## src/rtl/phase_sequencer.sv

```systemverilog
// phase_sequencer: steps a transaction from IDLE through NUM_PHASES ordered
// phases. Phases advance on an external strobe (manual mode) or when a
// per-phase dwell count expires (auto mode). Supports start/abort control,
// looping back to phase 1, done/aborted pulses and a saturating pass counter.
module phase_sequencer #(
  parameter int NUM_PHASES = 4,
  parameter int CNT_W      = 8,
  localparam int PH_W      = $clog2(NUM_PHASES + 1)
) (
  input  logic                  clk,
  input  logic                  nrst,
  input  logic                  start,
  input  logic                  strobe,
  input  logic                  abort,
  input  logic                  auto_en,
  input  logic                  loop_en,
  input  logic [CNT_W-1:0]      dwell,
  output logic [PH_W-1:0]       phase,
  output logic [NUM_PHASES:0]   phase_oh,
  output logic                  busy,
  output logic                  done,
  output logic                  aborted,
  output logic [CNT_W-1:0]      loops
);

  localparam logic [PH_W-1:0] PH_IDLE  = '0;
  localparam logic [PH_W-1:0] PH_FIRST = PH_W'(1);
  localparam logic [PH_W-1:0] PH_LAST  = PH_W'(NUM_PHASES);

  // Dwell value as loaded into the down-counter: a dwell of 0 behaves as 1.
  function automatic logic [CNT_W-1:0] dwell_load(input logic [CNT_W-1:0] d);
    return (d == '0) ? '0 : d - CNT_W'(1);
  endfunction

  // Pass counter increment that sticks at all-ones.
  function automatic logic [CNT_W-1:0] sat_inc(input logic [CNT_W-1:0] v);
    return (v == '1) ? v : v + CNT_W'(1);
  endfunction

  logic [PH_W-1:0]  r_phase;
  logic [CNT_W-1:0] r_cnt;
  logic [CNT_W-1:0] r_loops;
  logic             r_done;
  logic             r_aborted;

  logic [PH_W-1:0]  w_nxt_phase;
  logic [CNT_W-1:0] w_nxt_cnt;
  logic [CNT_W-1:0] w_nxt_loops;
  logic             w_nxt_done;
  logic             w_nxt_aborted;
  logic             w_adv;
  logic [NUM_PHASES:0] w_phase_oh;

  // Advance request: dwell expiry in auto mode, strobe in manual mode.
  always_comb begin
    w_adv = auto_en ? (r_cnt == '0) : strobe;
  end

  // Next-state logic; abort outranks start and advance.
  always_comb begin
    w_nxt_phase   = r_phase;
    w_nxt_cnt     = r_cnt;
    w_nxt_loops   = r_loops;
    w_nxt_done    = 1'b0;
    w_nxt_aborted = 1'b0;
    if (r_phase == PH_IDLE) begin
      // Abort in IDLE only suppresses start; nothing to abort.
      if (start && !abort) begin
        w_nxt_phase = PH_FIRST;
        w_nxt_cnt   = dwell_load(dwell);
        w_nxt_loops = '0;
      end
    end else if (abort) begin
      w_nxt_phase   = PH_IDLE;
      w_nxt_cnt     = '0;
      w_nxt_aborted = 1'b1;
    end else if (w_adv) begin
      if (r_phase == PH_LAST) begin
        w_nxt_done  = 1'b1;
        w_nxt_loops = sat_inc(r_loops);
        if (loop_en) begin
          w_nxt_phase = PH_FIRST;
          w_nxt_cnt   = dwell_load(dwell);
        end else begin
          w_nxt_phase = PH_IDLE;
          w_nxt_cnt   = '0;
        end
      end else begin
        w_nxt_phase = r_phase + PH_W'(1);
        w_nxt_cnt   = dwell_load(dwell);
      end
    end else if (auto_en) begin
      // Not advancing in auto mode implies cnt is non-zero here.
      w_nxt_cnt = r_cnt - CNT_W'(1);
    end
  end

  // State registers with asynchronous active-low reset.
  always_ff @(posedge clk or negedge nrst) begin
    if (!nrst) begin
      r_phase   <= PH_IDLE;
      r_cnt     <= '0;
      r_loops   <= '0;
      r_done    <= 1'b0;
      r_aborted <= 1'b0;
    end else begin
      r_phase   <= w_nxt_phase;
      r_cnt     <= w_nxt_cnt;
      r_loops   <= w_nxt_loops;
      r_done    <= w_nxt_done;
      r_aborted <= w_nxt_aborted;
    end
  end

  // One-hot decode of the phase index; bit 0 marks IDLE.
  always_comb begin
    w_phase_oh = '0;
    for (int i = 0; i <= NUM_PHASES; i++) begin
      w_phase_oh[i] = (r_phase == PH_W'(i));
    end
  end

  assign phase    = r_phase;
  assign phase_oh = w_phase_oh;
  assign busy     = (r_phase != PH_IDLE);
  assign done     = r_done;
  assign aborted  = r_aborted;
  assign loops    = r_loops;

endmodule
```

## config.mk

```make
export PLATFORM = sky130hd
export DESIGN_NAME = phase_sequencer
export DESIGN_NICKNAME = d
export VERILOG_FILES = /design/src/rtl/phase_sequencer.sv
export SDC_FILE = /design/constraint.sdc
export NUM_CORES = 1
export LEC_CHECK = 0
export CAP_MARGIN = 20
export CORE_UTILIZATION = 62
export DETAILED_ROUTE_END_ITERATION = 16
export DONT_BUFFER_PORTS = 1
export HOLD_SLACK_MARGIN = 0.1
export PLACE_DENSITY = 0.78
export SYNTH_ARGS = -nofsm -noshare
export SYNTH_HDL_FRONTEND = slang
export SYNTH_SLANG_ARGS = --single-unit
```

## constraint.sdc

```tcl
create_clock -name clk -period 2.8 [get_ports clk]
set_input_delay 0.28 -clock clk [delete_from_list [all_inputs] [get_ports clk]]
set_output_delay 0.28 -clock clk [all_outputs]
set_load 0.02 [all_outputs]
```

==> flow_summary.ini <==
[run_status]
status = finished, final reports clean

[power_and_ir_drop]
p_sw_mw = 0.6278
p_per_area_nw_per_um2 = 832.0
ir_drop_uv = 512.5
clkPwrFrac = 0.113
p_leak_nw = 0.7147
pwr-share-comb = 0.537
pwr-share-seq = 0.351
internal_power_mw = 0.7213
finalPower_mw = 1.349
switching_share = 0.4654

[die]
ios = 34
start_util = 0.6718
die_h_um = 51.66
die_x_um = 51.66
fp-row-count = 17
die_area_um2 = 2669
fp.coreArea_um2 = 2276

[clock_tree]
post_cts_buffers = 0
cts_buffer_depth = 2
clock_latency_ps = 310
cts_root_buf = clkbuf_4
cts_resized = 0
clkTransAtPathRegs_ps = 120
h-tree-depth = 1
clock-sinks = 21
cts_buffers = 3
tritoncts = done

[cells_and_area]
fillers = 180
antenna_cells = 0
multiInputGateArea_um2 = 915.9
post-route-cell-area_um2 = 1622
drive_above_1_share = 0.1093
syn_to_final_growth_pct = 6.056
fin_nets = 209
ff_latch_area_um2 = 525.5
post-route-util = 0.7125
instances_no_fill = 211

[synth]
yosysTopAreaCell = dfrtp_1
synth.most_common_cell = dfrtp_1
yosysWarnings = 0
synth_nets = 204
synth_top_area_frac = 0.3437
yosysSeqAreaShare = 0.3437
synth_area_um2 = 1529
synth_area_leaders = dfrtp_1, ha_1, xnor2_1
synth_cells = 179
synth-main-ff-cell = dfrtp_1
synth_common_cells = dfrtp_1, nand2_1, nor2_1, inv_1
synth_edf_count = 0
synthArstFlopShare = 1.000
ys_ff_latch = 21
syn_area_per_cell_um2 = 8.542
synth.distinct_cells = 45

[critical_path]
endpoint_kind = flip-flop
path_max_fanout = 12
start_kind = flip-flop
worstPathRequired_ps = 3010
crit_type = flip-flop to flip-flop
crit_arrival_ps = 2670

[timing]
rsz0062_at_grt = no
final-hold-violation-count = 0
tns_ps = 0
timing.slew.headroom = 0.6484
worst_slew_pin_slew_ps = 527.4
fin_crit_sh = 0.8812
fin_skew_ps = 5.732
final-max-slew-violation-count = 0
fmax_mhz = 405.3
finalCriticalPeriod_ps = 2467
finalSetupViolCount = 0

[routing]
drtIter0Drc = 46
vias = 1341
first_pass_iters = 4
post_drt_wl_per_cell_um = 16.60
drc = 0
viasPerCell = 6.355
postRouteWirelength_mm = 3.502
ant_nets = 0

[global_routing]
grtUsageMet1 = 0.3567
grt_max_degree = 22
antenna_found_initial = 0
met2_usage = 0.5022
grt_pass1_vias = 1387
gr-max-usage-layer = met2
met3_usage = 0.04971
gr-total-overflow = 0
grt_util_all_layers = 0.3008
grt_pass1_wl_mm = 5.892

[placed_design]
place_congestion = 0.9103
io_buffers = 0
place_hpwl_mm = 2.631
dpl_cell_area_um2 = 1559
dp_cells = 204

[job]
cap_violations = 0

[hold_path]
hold_path_class = input port to flip-flop
per-stage QoR:
step           setup WS (ps)  hold slack [ps]
2_1_floorplan          398.3           -15.59
3_3_place_gp           484.2           -15.24
3_5_place_dp           392.7           -15.20
4_1_cts                377.4            112.7
5_1_grt                170.9            120.8
6_report               332.7            130.7
final timing paths:
kind,endpoint,cells after the start,from,slack (ps)
worst min-delay path,aborted,2,abort,130
worst min register to register,r_cnt[7],1,r_cnt[7],570
min in group asynchronous,loops[5],1,nrst,210
worst max-delay path,r_cnt[3],7,r_cnt[0],330
max in group asynchronous,phase[1],2,nrst,2220
worst max register to register,r_cnt[3],7,r_cnt[0],330
layer usage:
layer / part of all wire / up-vias
met5: 0 / -
met1: 0.45 / 641
met2: 0.49 / 50
met3: 0.052 / 4
li1: - / 646
met4: 0.015 / 0
cell usage in the layout, fill, tap and decap left out, types with 2 or more instances in the layout:
cell type / instances
dfrtp_1: 21
nand2_1: 18
nor2_1: 18
inv_1: 12
nor3_1: 10
ha_1: 10
a21oi_1: 9
o21ai_0: 8
xnor2_1: 8
nor2b_1: 5
nor4_1: 5
buf_4: 5
nand3_1: 4
xor2_1: 4
o31ai_1: 4
nand2b_1: 3
a221o_1: 3
clkbuf_4: 3
o221a_2: 2
nand4_1: 2
o211ai_1: 2
mux2i_1: 2
dlygate4sd3_1: 2
cell type report:
class,count,area share
Multi-Input combinational cell,138,0.5648
Sequential cell,21,0.3241
Timing Repair Buffer,8,0.04475
Inverter,12,0.02778
Tap cell,28,0.02160
Clock buffer,3,0.01389
Clock inverter,1,0.003086
registers in the layout, indices dropped and copies added, names as in the netlist:
register and count:
aborted 1, loops 8, phase 3, r_cnt 8, done 1
power by group through the flow:
stage | Combinational, mW | Clock [mW] | Sequential [mW]
finish | 0.724 | 0.152 | 0.473
global route | 0.801 | 0.172 | 0.482
CTS | 0.716 | 0.158 | 0.466
detailed placement | 0.706 | 0 | 0.471
global placement | 0.669 | 0 | 0.471
floorplan | 0.539 | 0 | 0.465
worst max-delay path, stage by stage (launching register included):
cell	delay, ps
dfrtp_1	440
inv_1	130
ha_1	140
or4b_4	480
o31a_1	440
nand3_1	300
o21ai_0	150
a221o_1	270
logic make-up after synthesis:
| kind of cell | Yosys count | share of synthesized area |
|---|---|---|
| compound gates | 38 | 0.1776 |
| xor+xnor | 12 | 0.06874 |
| fa+ha+maj | 10 | 0.08183 |
| buf+inv | 20 | 0.05728 |
| flops | 21 | 0.3437 |
| mux | 2 | 0.01309 |
| simple gates | 76 | 0.2578 |
repair_timing:
item                       4_1_cts  5_1_grt
hold endpoints to repair        25        0
hold buffers                     2        0
setup endpoints to repair        0        0
Note: power is estimated with default switching activity, not from simulation.
